`src/rtl/cpu_pkg.sv`:
```
`default_nettype none
// ============================================================================
// Module      : cpu_pkg
// Description : Shared types and defaults for the instruction/data memory
//               port arbiter (owner encoding, default widths, counter width).
// Revision    : 1.0 - initial release
// ============================================================================
package cpu_pkg;

  localparam int ADDR_W_DEF   = 32;
  localparam int DATA_W_DEF   = 32;
  localparam int STARVE_CNT_W = 8;

  // Who owns the RAM read/write currently in flight (response due next cycle).
  typedef enum logic [1:0] {
    OWN_NONE  = 2'd0,
    OWN_IF    = 2'd1,
    OWN_DM_RD = 2'd2,
    OWN_DM_WR = 2'd3
  } owner_e;

endpackage
`default_nettype wire

```
`src/rtl/imem_arb_grant.sv`:
```
`default_nettype none
// ============================================================================
// Module      : imem_arb_grant
// Description : Combinational IF/DM grant with fixed DM priority plus the
//               saturating starvation counter that forces an IF grant after
//               MAX_WAIT consecutive denied cycles.
//               Optional macro IMEM_ARB_PERF_EN adds the 'forced' output.
// Ports       : clk, rst       - clock, synchronous active-high reset
//               block          - suppress all grants (reset / post-reset cycle)
//               if_valid       - fetch request pending
//               dm_valid       - data request pending
//               if_grant       - fetch wins this cycle
//               dm_grant       - data wins this cycle
//               forced         - (perf build) IF grant caused by starvation
// Revision    : 1.0 - initial release
// ============================================================================
module imem_arb_grant
  import cpu_pkg::*;
#(
  parameter int MAX_WAIT = 4
) (
  input  logic clk,
  input  logic rst,
  input  logic block,
  input  logic if_valid,
  input  logic dm_valid,
  output logic if_grant,
`ifdef IMEM_ARB_PERF_EN
  output logic dm_grant,
  output logic forced
`else
  output logic dm_grant
`endif
);

  localparam logic [STARVE_CNT_W-1:0] MAX_CNT = STARVE_CNT_W'(MAX_WAIT);

  logic [STARVE_CNT_W-1:0] r_starve_cnt;
  logic                    w_force;

  // Starvation override only matters while IF is actually asking.
  assign w_force  = if_valid && (r_starve_cnt == MAX_CNT);
  assign if_grant = !block && if_valid && (!dm_valid || w_force);
  assign dm_grant = !block && dm_valid && !if_grant;

`ifdef IMEM_ARB_PERF_EN
  assign forced = if_grant && w_force;
`endif

  always_ff @(posedge clk) begin
    if (rst) begin
      r_starve_cnt <= '0;
    end else if (!if_valid || if_grant) begin
      r_starve_cnt <= '0;
    end else if (r_starve_cnt != MAX_CNT) begin
      r_starve_cnt <= r_starve_cnt + 1'b1;
    end
  end

endmodule
`default_nettype wire

```
`src/rtl/imem_port_arbiter.sv`:
```
`default_nettype none
// ============================================================================
// Module      : imem_port_arbiter
// Description : Shares one single-port synchronous RAM (1-cycle read latency)
//               between the fetch stage (IF) and the memory stage (DM).
//               DM has fixed priority; a starvation counter forces an IF grant
//               after MAX_WAIT denied cycles. Responses return one cycle after
//               the grant and are routed by an owner register.
//               Optional macro IMEM_ARB_PERF_EN adds conflict_cnt/force_cnt.
// Ports       : clk, rst                     - clock, sync active-high reset
//               if_req_* / if_rsp_*, if_flush - fetch request/response
//               dm_req_* / dm_rsp_*           - data request/response
//               ram_addr/ram_wen/ram_wdata/ram_rdata - shared RAM port
//               conflict_cnt, force_cnt       - (perf build) event counters
// Revision    : 1.0 - initial release
// ============================================================================
module imem_port_arbiter
  import cpu_pkg::*;
#(
  parameter int ADDR_W   = ADDR_W_DEF,
  parameter int DATA_W   = DATA_W_DEF,
  parameter int MAX_WAIT = 4
) (
  input  logic              clk,
  input  logic              rst,
  input  logic              if_req_valid,
  input  logic [ADDR_W-1:0] if_req_addr,
  output logic              if_req_ready,
  input  logic              if_flush,
  output logic              if_rsp_valid,
  output logic [DATA_W-1:0] if_rsp_data,
  input  logic              dm_req_valid,
  input  logic              dm_req_we,
  input  logic [ADDR_W-1:0] dm_req_addr,
  input  logic [DATA_W-1:0] dm_req_wdata,
  output logic              dm_req_ready,
  output logic              dm_rsp_valid,
  output logic [DATA_W-1:0] dm_rsp_data,
  output logic [ADDR_W-1:0] ram_addr,
  output logic              ram_wen,
  output logic [DATA_W-1:0] ram_wdata,
`ifdef IMEM_ARB_PERF_EN
  input  logic [DATA_W-1:0] ram_rdata,
  output logic [31:0]       conflict_cnt,
  output logic [31:0]       force_cnt
`else
  input  logic [DATA_W-1:0] ram_rdata
`endif
);

  logic              r_rst_d;
  logic              w_block;
  logic              w_if_grant;
  logic              w_dm_grant;
  owner_e            r_owner;
  owner_e            w_owner_nxt;
  logic [ADDR_W-1:0] r_ram_addr;
`ifdef IMEM_ARB_PERF_EN
  logic              w_forced;
`endif

  // No grants while reset is asserted nor in the cycle right after it, so
  // every ready output stays low across both cycles.
  assign w_block = rst || r_rst_d;

  imem_arb_grant #(
    .MAX_WAIT (MAX_WAIT)
  ) u_grant (
    .clk      (clk),
    .rst      (rst),
    .block    (w_block),
    .if_valid (if_req_valid),
    .dm_valid (dm_req_valid),
    .if_grant (w_if_grant),
`ifdef IMEM_ARB_PERF_EN
    .dm_grant (w_dm_grant),
    .forced   (w_forced)
`else
    .dm_grant (w_dm_grant)
`endif
  );

  // A grant is only ever issued to a valid requester, so grant == accept.
  assign if_req_ready = w_if_grant;
  assign dm_req_ready = w_dm_grant;

  // RAM port: idle cycles keep presenting the last granted address.
  assign ram_addr  = w_if_grant ? if_req_addr :
                     w_dm_grant ? dm_req_addr : r_ram_addr;
  assign ram_wen   = w_dm_grant && dm_req_we;
  assign ram_wdata = dm_req_wdata;

  always_comb begin
    w_owner_nxt = OWN_NONE;
    if (w_if_grant) begin
      w_owner_nxt = OWN_IF;
    end else if (w_dm_grant) begin
      w_owner_nxt = dm_req_we ? OWN_DM_WR : OWN_DM_RD;
    end
  end

  always_ff @(posedge clk) begin
    r_rst_d <= rst;
    if (rst) begin
      r_owner    <= OWN_NONE;
      r_ram_addr <= '0;
    end else begin
      r_owner <= w_owner_nxt;
      if (w_if_grant || w_dm_grant) begin
        r_ram_addr <= ram_addr;
      end
    end
  end

  // Responses: an in-flight read is dropped if reset arrives as it returns.
  assign if_rsp_valid = !rst && (r_owner == OWN_IF) && !if_flush;
  assign if_rsp_data  = if_rsp_valid ? ram_rdata : '0;
  assign dm_rsp_valid = !rst && ((r_owner == OWN_DM_RD) || (r_owner == OWN_DM_WR));
  assign dm_rsp_data  = (!rst && (r_owner == OWN_DM_RD)) ? ram_rdata : '0;

`ifdef IMEM_ARB_PERF_EN
  always_ff @(posedge clk) begin
    if (rst) begin
      conflict_cnt <= '0;
      force_cnt    <= '0;
    end else begin
      if (if_req_valid && dm_req_valid) begin
        conflict_cnt <= conflict_cnt + 32'd1;
      end
      if (w_forced) begin
        force_cnt <= force_cnt + 32'd1;
      end
    end
  end
`endif

endmodule
`default_nettype wire

```
`config.mk`:
```
export PLATFORM = sky130hd
export DESIGN_NAME = imem_port_arbiter
export DESIGN_NICKNAME = d
export VERILOG_FILES = /design/src/rtl/cpu_pkg.sv /design/src/rtl/imem_arb_grant.sv /design/src/rtl/imem_port_arbiter.sv
export SDC_FILE = /design/constraint.sdc
export NUM_CORES = 1
export LEC_CHECK = 0
export ABC_CLOCK_PERIOD_IN_PS = 3000
export CAP_MARGIN = 5
export CORE_AREA = 2 2 104 106
export CTS_CLUSTER_DIAMETER = 80
export CTS_CLUSTER_SIZE = 30
export DETAILED_ROUTE_END_ITERATION = 8
export DIE_AREA = 0 0 106 108
export GPL_ROUTABILITY_DRIVEN = 0
export PLACE_DENSITY = 0.89
export SETUP_SLACK_MARGIN = 0.1
export SKIP_LAST_GASP = 1
export SYNTH_ARGS = -nofsm -noshare
export SYNTH_HDL_FRONTEND = slang
export SYNTH_SLANG_ARGS = --single-unit
```
`constraint.sdc`:
```
create_clock -name clk -period 3 [get_ports clk]
set_input_delay 0.75 -clock clk [delete_from_list [all_inputs] [get_ports clk]]
set_output_delay 0.75 -clock clk [all_outputs]
set_load 0.1 [all_outputs]
```
==> flow_summary.toml <==
[yosys]
syn-instance-count = 386
avgSynthCellArea_sq_um = 8.11
synth_top_area_share_pct = 27.5
async_reset_ff_share_pct = 0
synth_most_common_cell = "and2_1"
ys_warn_count = 0
synth_seq_cells = 43
seq_area_frac_synth_pct = 27.5
syn-num-nets = 522
synth_commonest_cells = "and2_1 (97), dfxtp_1 (43), buf_4 (35), nand2_1 (34)"
synthFlopType = "dfxtp_1"
synth.distinct_cells = 32
synth-edff-count = 0
synthTopCellsByArea = "dfxtp_1 (27%), and2_1 (19%), a221o_1 (10%)"
syn-cell-area_sq_mm = 0.00313
synth_top_area_cell = "dfxtp_1"

[layout]
fin_cells = 706
area_growth_pct = 120
fin_nets = 705
diodes = 0
multiInputGateArea_sq_mm = 0.00220
nFillCells = 682
drive_above_1_share_pct = 45.8
seq_area_sq_um = 866

[sta]
finalMaxSlewViolations = 0
fmax_mhz = 318
rsz0062_at_grt = "true"
hold_viol_final = 0
setup_violations = 34
worstMarginPinSlew_ps = 483
fin_crit_ps = 3150
clock_skew_ps = 2.63
hold_slack_ps = 534
period_share_pct = 105
setup_slack_ps = -149
slew_headroom_pct = 67.7

[floorplan]
rows = 37
ios = 267
die_area_sq_mm = 0.0114
core_sq_mm = 0.0102
die_h_um = 108
die_w_um = 106
initial_utilization_pct = 30.6

[power_and_ir_drop]
pwr-share-comb_pct = 54.2
peakVddDrop_v = 0.000298
power_switching_mw = 0.903
p_per_area_mw_per_mm2 = 316
p_leak_nw = 2.68
pwr-share-clk_pct = 16.6
sequentialPowerShare_pct = 29.1
switching_share_pct = 41.5
intPower_mw = 1.27

[min_path]
hold_depth = 2
hold_path.class = "flip-flop to flip-flop"

[global_route]
grt_remaining_overflow = 0
grtUsageTotal_pct = 26.0
grt_max_degree = 35
antenna_found_initial = 1
grt_pass1_wl_mm = 23.1
grt_pass1_vias = 4095

[clocking]
path_clk_slew_ps = 80
clkLatencyLatePin_ps = 300
cts_buffers = 5
cts_tree = "done"
clockBufferDepth = 2
cts_root_buf = "clkbuf_8"
clkSinkCount = 43
cts_max_level = 2

[critical_path]
required_ps = 2250
rrSetupSlack_ps = 750
path_max_fanout = 7
cp-end-kind = "output port"
critPathKind = "flip-flop to output port"
r2r_end = "r_ram_addr[29]"
worstSetupEndpoint = "ram_addr[29]"
worstPathArrival_ps = 2400
start_kind = "flip-flop"
r2r_cells = 10
worstSetupStartpoint = "u_grant.r_starve_cnt[0]"
reg2reg_from = "u_grant.r_starve_cnt[0]"

[job]
cap_violations = 0

[placement]
place_ws_ps = -202
placed_cells = 679
io_buffers = 202
dpl.hpwl_mm = 11.5

[outcome]
status = "finished, violations left"
violations = "setup timing"

[detailed_routing]
drt_iter0_drc = 333
drtAntennaViolNets = 0
firstDrtPassIters = 5
drc = 0
post_drt_via_cell_ratio = 5.71
routed-via-count = 4028
post_drt_wl_per_cell_um = 22.1
wl_mm = 15.6
==> how the worst min path moves through the flow <==
stage / startpoint / endpoint / slack (ps)
after global routing: u_grant.r_starve_cnt[7] / u_grant.r_starve_cnt[7] / 570
after CTS: u_grant.r_starve_cnt[7] / u_grant.r_starve_cnt[7] / 540
after floorplan: u_grant.r_starve_cnt[7] / u_grant.r_starve_cnt[7] / 480
after detailed placement: u_grant.r_starve_cnt[7] / u_grant.r_starve_cnt[7] / 510
after global placement: u_grant.r_starve_cnt[7] / u_grant.r_starve_cnt[7] / 500
final: u_grant.r_starve_cnt[7] / u_grant.r_starve_cnt[7] / 530
==> layout by cell type (no fill, tap or decap), types with 3 or more instances in the layout <==
master           count
buf_12             109
clkdlybuf4s50_1     97
dfxtp_1             41
and2_4              39
and2_1              35
nand2_1             32
o221ai_1            32
o22ai_1             32
buf_4               27
and2_2              23
a221o_2             19
a221o_4             13
nor2_1               8
nand3_1              6
xor2_1               5
clkbuf_8             5
nor2_4               3
a21oi_1              3
clkbuf_16            3
dlygate4sd2_1        3
==> flip-flops by register name (all words and copies together) (netlist names) <==
signal,count
u_grant.r_starve_cnt,8
r_rst_d,1
r_owner,2
r_ram_addr,32
==> cell families after synthesis <==
logic type	synth area share (%)
AND/OR/NAND/NOR	28.4
AO/OA/AOI/OAI	27.6
buffers and inverters	13.7
flip-flops	27.5
XOR/XNOR	1.96
adder cells (fa/ha/maj)	0.799
==> critical path: stages (launching register included) <==
cell,delay (ps)
dfxtp_4,360
inv_4,70
ha_4,130
or4b_4,500
o21a_1,250
nor2_4,140
buf_12,140
clkbuf_16,160
a221o_4,170
buf_12,170
==> stage by stage <==
stage	total power [mW]	TNS (ps)	util, %	cell area (sq um)
6_report	2.18	-4370	67.3	6890
5_1_grt	2.23	-6270	67.3	6890
4_1_cts	2.17	-2860	66.5	6810
3_5_place_dp	1.79	-7750	63.5	6500
3_3_place_gp	1.77	-4960	63.5	6500
2_1_floorplan	1.50	0	-	3470
==> cell type report <==
class                           instances  share of cell area (%)
Clock buffer                            7                    1.11
Inverter                                3                   0.200
Tap cell                              136                    2.47
Clock inverter                          1                  0.0727
Sequential cell                        43                    12.6
Timing Repair Buffer                  244                    51.6
Multi-Input combinational cell        272                    32.0
==> power by group through the flow <==
stage	logic [mW]	registers, mW	clock network, mW
floorplan	0.859	0.637	0
global route	1.21	0.637	0.380
finish	1.18	0.634	0.362
global placement	1.12	0.640	0
detailed placement	1.15	0.645	0
CTS	1.17	0.632	0.366
==> layer usage <==
metal	global-route usage, %	share of wire [%]
met5	0	0.083
met2	50.2	54
met3	7.72	9.5
met1	27.1	34
met4	7.42	2.4
==> timing repair <==
item | in CTS | in global routing
hold buffers | 0 | 0
setup buffers | 11 | 3
endpoints found under the setup margin | 99 | 35
resized for setup | 17 | 3
gates cloned | 3 | 3
pin swaps | 12 | 9
Note: power is estimated with default switching activity, not from simulation.
